`config.mk`:
```
export PLATFORM = sky130hd
export DESIGN_NAME = t_pulse_gen_flat
export DESIGN_NICKNAME = d
export VERILOG_FILES = /design/src/rtl/t_pulse_gen_if.sv /design/src/rtl/t_pulse_gen.sv /design/src/flat_wrapper.sv
export SDC_FILE = /design/constraint.sdc
export NUM_CORES = 1
export LEC_CHECK = 0
export CORE_MARGIN = 1
export CORE_UTILIZATION = 53
export CTS_CLUSTER_SIZE = 40
export DETAILED_ROUTE_END_ITERATION = 8
export PLACE_DENSITY_LB_ADDON = 0.12
export SYNTH_ARGS = -nofsm -noshare
export SYNTH_HDL_FRONTEND = slang
export SYNTH_SLANG_ARGS = --single-unit
```
`constraint.sdc`:
```
create_clock -name CP -period 2.43 [get_ports CP]
set_input_delay 0.243 -clock CP [delete_from_list [all_inputs] [get_ports CP]]
set_output_delay 0.243 -clock CP [all_outputs]
set_load 0.01 [all_outputs]
```
`src/rtl/t_pulse_gen_if.sv`:
```
// rtl/t_pulse_gen_if.sv - control/status bundle between a pulse-generator host and t_pulse_gen
interface t_pulse_gen_if #(
    parameter int CNT_W = 8
);
    logic             start;
    logic             stop;
    logic [CNT_W-1:0] div;
    logic [CNT_W-1:0] burst_len;
    logic             T;
    logic             busy;
    logic             done;
    logic [CNT_W-1:0] pulse_cnt;

    modport master (
        output start, stop, div, burst_len,
        input  T, busy, done, pulse_cnt
    );

    modport slave (
        input  start, stop, div, burst_len,
        output T, busy, done, pulse_cnt
    );
endinterface

```
`src/rtl/t_pulse_gen.sv`:
```
// rtl/t_pulse_gen.sv - T-pulse generator (every div+1 clocks, continuous or burst) for a T flip-flop bank
// Optional TPG_PHASE_OUT_EN adds a phase output mirroring the downstream flip-flop Q.
module t_pulse_gen #(
    parameter int CNT_W = 8
) (
    input  logic             CP,
    input  logic             rst,
    t_pulse_gen_if.slave     bus
`ifdef TPG_PHASE_OUT_EN
    ,
    output logic             phase
`endif
);
    typedef enum logic [1:0] {S_IDLE, S_RUN, S_DONE} state_t;

    state_t           state, state_n;
    logic [CNT_W-1:0] cnt, cnt_n;
    logic [CNT_W-1:0] div_l, div_n;
    logic [CNT_W-1:0] bl_l, bl_n;
    logic [CNT_W-1:0] pcnt, pcnt_n;
    logic             t_q, t_n;
    logic             done_q, done_n;
`ifdef TPG_PHASE_OUT_EN
    logic             phase_q, phase_n;
`endif

    always_ff @(posedge CP or posedge rst) begin
        if (rst) begin
            state   <= S_IDLE;
            cnt     <= '0;
            div_l   <= '0;
            bl_l    <= '0;
            pcnt    <= '0;
            t_q     <= 1'b0;
            done_q  <= 1'b0;
`ifdef TPG_PHASE_OUT_EN
            phase_q <= 1'b0;
`endif
        end else begin
            state   <= state_n;
            cnt     <= cnt_n;
            div_l   <= div_n;
            bl_l    <= bl_n;
            pcnt    <= pcnt_n;
            t_q     <= t_n;
            done_q  <= done_n;
`ifdef TPG_PHASE_OUT_EN
            phase_q <= phase_n;
`endif
        end
    end

    always_comb begin
        state_n = state;
        cnt_n   = cnt;
        div_n   = div_l;
        bl_n    = bl_l;
        pcnt_n  = pcnt;
        t_n     = 1'b0;
        done_n  = 1'b0;
        case (state)
            S_IDLE: begin
                // stop wins over a simultaneous start
                if (bus.start && !bus.stop) begin
                    div_n   = bus.div;
                    bl_n    = bus.burst_len;
                    cnt_n   = bus.div;
                    pcnt_n  = '0;
                    state_n = S_RUN;
                end
            end
            S_RUN: begin
                if (bus.stop) begin
                    state_n = S_IDLE;
                end else if (cnt == '0) begin
                    t_n    = 1'b1;
                    cnt_n  = div_l;
                    pcnt_n = pcnt + 1'b1;
                    if (bl_l != '0 && pcnt_n == bl_l)
                        state_n = S_DONE;
                end else begin
                    cnt_n = cnt - 1'b1;
                end
            end
            S_DONE: begin
                done_n  = 1'b1;
                state_n = S_IDLE;
            end
            default: state_n = S_IDLE;
        endcase
    end

`ifdef TPG_PHASE_OUT_EN
    // follows the downstream flip-flop: flips on every edge that registers a T pulse
    always_comb begin
        phase_n = phase_q;
        if (t_n)
            phase_n = ~phase_q;
    end
    assign phase = phase_q;
`endif

    assign bus.T         = t_q;
    assign bus.busy      = (state == S_RUN);
    assign bus.done      = done_q;
    assign bus.pulse_cnt = pcnt;
endmodule

```
`src/flat_wrapper.sv`:
```
// flat-port wrapper written by rule: the top's interface ports become plain ports
module t_pulse_gen_flat 
#(
    parameter int CNT_W = 8
)
  (CP, rst, bus_start, bus_stop, bus_div, bus_burst_len, bus_T, bus_busy, bus_done, bus_pulse_cnt);
  t_pulse_gen_if #(.CNT_W(CNT_W)) bus_i ();
  input  logic CP;
  input  logic rst;
  input wire logic [$bits(bus_i.start)-1:0] bus_start;
  input wire logic [$bits(bus_i.stop)-1:0] bus_stop;
  input wire logic [$bits(bus_i.div)-1:0] bus_div;
  input wire logic [$bits(bus_i.burst_len)-1:0] bus_burst_len;
  output wire logic [$bits(bus_i.T)-1:0] bus_T;
  output wire logic [$bits(bus_i.busy)-1:0] bus_busy;
  output wire logic [$bits(bus_i.done)-1:0] bus_done;
  output wire logic [$bits(bus_i.pulse_cnt)-1:0] bus_pulse_cnt;
  assign bus_i.start = bus_start;
  assign bus_i.stop = bus_stop;
  assign bus_i.div = bus_div;
  assign bus_i.burst_len = bus_burst_len;
  assign bus_T = bus_i.T;
  assign bus_busy = bus_i.busy;
  assign bus_done = bus_i.done;
  assign bus_pulse_cnt = bus_i.pulse_cnt;
  t_pulse_gen #(.CNT_W(CNT_W)) u_core (.CP(CP), .rst(rst), .bus(bus_i));
endmodule
```
==> results.json, run 1 <==
{
  "numCtsBuffers": 5,
  "relSlewSlack_pct": 55.6,
  "synth_edf_count": 0,
  "drt_wl_total_um": 4460,
  "fp.coreArea_sq_um": 3420,
  "grt_max_degree": 37,
  "start_kind": "register",
  "grt_usage_pct": 26.2,
  "ant_nets": 0,
  "wire_per_inst_um": 16.5,
  "cts.sinks": 36,
  "syn_area_sq_um": 1940,
  "cts_tree": "yes",
  "setup_tns_ps": 0,
  "path_clk_slew_ps": 100,
  "synth_commonest_cells": "dfrtp_1, nor2_1, mux2_2, o21ai_0, nand2_1",
  "synth.distinct_cells": 49,
  "gp_congestion": 0.884,
  "finalHoldViolCount": 0,
  "antenna_found_initial": 0,
  "ir_worst_vdd_uv": 374,
  "drive_gt1_share_pct": 16.1,
  "synthTopCellsByArea": "dfrtp_1, mux2_2, xnor2_1",
  "die_h_um": 62.6,
  "power.density_nw_per_um2": 601,
  "initial_utilization_pct": 56.9,
  "rsz0062_at_grt": "false",
  "netlist.area_leader.share_pct": 46.4,
  "ys_ff_latch": 36,
  "crit_fanout": 6,
  "fin_total_pwr_mw": 1.43,
  "grt_pass1_wl_um": 7830,
  "port_buffers": 30,
  "cts_setup_buffers": 0,
  "num_vias": 1593,
  "cap_viol_max_count": 0,
  "n_fill_cell": 281,
  "end_kind": "register",
  "min_period_ps": 2320,
  "drc": 0,
  "htree_levels": 2,
  "synthArstFlopShare_pct": 100,
  "root_buffer": "clkbuf_4",
  "clock_latency_ps": 340,
  "synth_ff_type": "dfrtp_1",
  "yosysWarnings": 0,
  "grt-ovfl-total": 0,
  "crit_chain": "inv_1 -> ha_1 -> or4b_4 -> nor2_8 -> nand4_2 -> or4_4 -> o31a_1",
  "yosysMostFrequentCell": "dfrtp_1",
  "ioPinCount": 31,
  "nets": 247,
  "p_leak_nw": 0.984,
  "synth_nets": 212,
  "fin_skew_ps": 3.54,
  "die_w_um": 62.6,
  "synth.largest_area_cell": "dfrtp_1",
  "vias_per_cell": 5.90,
  "drt_first_pass_iters": 4,
  "synthCells": 189,
  "final-setup-viol-count": 0,
  "slew_viol_final": 0,
  "die_area_sq_um": 3910,
  "critPathMaxStageDelay_ps": 540,
  "yosysSeqAreaShare_pct": 46.4,
  "path_buf_inv": 1,
  "critPathArrivalTime_ps": 2560,
  "cts_buffer_depth": 2,
  "status": "finished clean",
  "critical-path-top-delay-family": "simple AND/OR/NAND/NOR gates",
  "critPathKind": "register to register",
  "min_path_type": "input port to asynchronous set/reset pin",
  "area_growth_pct": 22.7,
  "syn_avg_cell_area_sq_um": 10.3,
  "fin_crit_sh_pct": 95.5,
  "max_freq_mhz": 431,
  "dp_hpwl_um": 3280,
  "worstMarginPinSlew_ps": 661,
  "num_rows": 21,
  "grt_pass1_vias": 1652,
  "diodes": 0,
  "cpMaxStageDelayCell": "or4b_4",
  "required_ps": 2670,
  "drt_iter0_drc": 115
}
-- cell type report --
type / instances / area, sq um / share of cell area, %
multi-input cells: 140 / 1000 / 42.0
flip-flops and latches: 36 / 901 / 37.8
repair buffers: 35 / 338 / 14.2
clock buffers: 7 / 65.1 / 2.73
well taps: 46 / 57.6 / 2.41
inverters: 6 / 22.5 / 0.944
-- final timing paths --
kind | from | end | slack (ps) | depth (start not counted)
max | u_core.cnt[1]$_DFFE_PP0P_ | u_core.state[0]$_DFFE_PP0P_ | 110 | 7
min | rst | u_core.div_l[0]$_DFFE_PP0P_ | 290 | 3
max reg2reg | u_core.cnt[1]$_DFFE_PP0P_ | u_core.state[0]$_DFFE_PP0P_ | 110 | 7
min reg2reg | u_core.div_l[4]$_DFFE_PP0P_ | u_core.div_l[4]$_DFFE_PP0P_ | 530 | 1
max in group asynchronous | rst | u_core.state[0]$_DFFE_PP0P_ | 1810 | 3
min in group CP | bus_burst_len[4] | u_core.bl_l[4]$_DFFE_PP0P_ | 500 | 2
-- worst register-to-register path: stages (launching register included) --
cell	delay (ps)
dfrtp_1	420
inv_1	100
ha_1	170
or4b_4	540
nor2_8	150
nand4_2	80
or4_4	520
o31a_1	250
-- kinds of logic (layout without fill, tap and decap cells) --
kind of cell	Yosys count	in the layout	synth area share (%)
simple gates	61	61	18.4
flops	36	36	46.4
compound gates	46	46	15.0
buf+inv	13	48	2.77
mux	16	16	9.21
xor+xnor	14	14	6.31
fa+ha+maj	3	3	1.93
-- per-layer routing --
layer | part of all wire (%) | up-vias | global-route usage [%]
met1 | 43 | 783 | 32.8
met4 | 1.4 | 0 | 11.0
met5 | 0 | - | 0
li1 | - | 752 | -
met2 | 49 | 52 | 42.3
met3 | 6.0 | 6 | 7.66
-- what timing repair did --
| item | 4_1_cts | 5_1_grt |
|---|---|---|
| endpoints found under the hold margin | 0 | 0 |
| gates resized for setup | 0 | 2 |
| hold buffers | 0 | 0 |
| endpoints found under the setup margin | 0 | 3 |
-- where the power goes --
part	internal [mW]	switching (mW)
Combinational	0.166	0.144
Clock	0.164	0.194
Sequential	0.677	0.0868
Total	1.01	0.425
-- stage by stage --
step / cells / area [sq um] / hold slack (ps) / utilization [%] / setup slack (ps)
6_report: 270 / 2380 / 291 / 69.8 / 109
5_1_grt: 270 / 2380 / 345 / 69.8 / 34.0
4_1_cts: 270 / 2380 / 310 / 69.7 / 76.9
3_5_place_dp: 263 / 2320 / 512 / 67.8 / 98.8
3_3_place_gp: 263 / 2320 / 489 / 67.8 / 185
2_1_floorplan: 189 / 1940 / 312 / - / 237
-- state kept, by name, indices dropped and copies added, names as in the netlist --
| name | count |
|---|---|
| u_core.div_l | 8 |
| u_core.bus.T | 1 |
| u_core.cnt | 8 |
| u_core.bus.pulse_cnt | 8 |
| u_core.bus.done | 1 |
| u_core.state | 2 |
| u_core.bl_l | 8 |
-- layout by cell type, fill, tap and decap left out, types with 3 or more instances in the layout --
master,n
nand3_1,3
dfrtp_1,36
xor2_1,3
a31oi_1,4
clkbuf_4,5
ha_1,3
xnor2_1,11
nor2_1,17
inv_1,4
nor4_1,4
buf_4,5
nand2_1,14
o21ai_0,15
nor2b_1,3
clkdlybuf4s50_1,30
a21oi_1,7
o31ai_1,4
mux2_2,15
nand2b_1,3
(Power assumes the default switching activity.)
==> run 2, diff against run 1 <==
- SLEW_MARGIN: unset -> 0
==> results of run 2 <==
The final DEF is identical to that of run 1; final timing and power are the same.
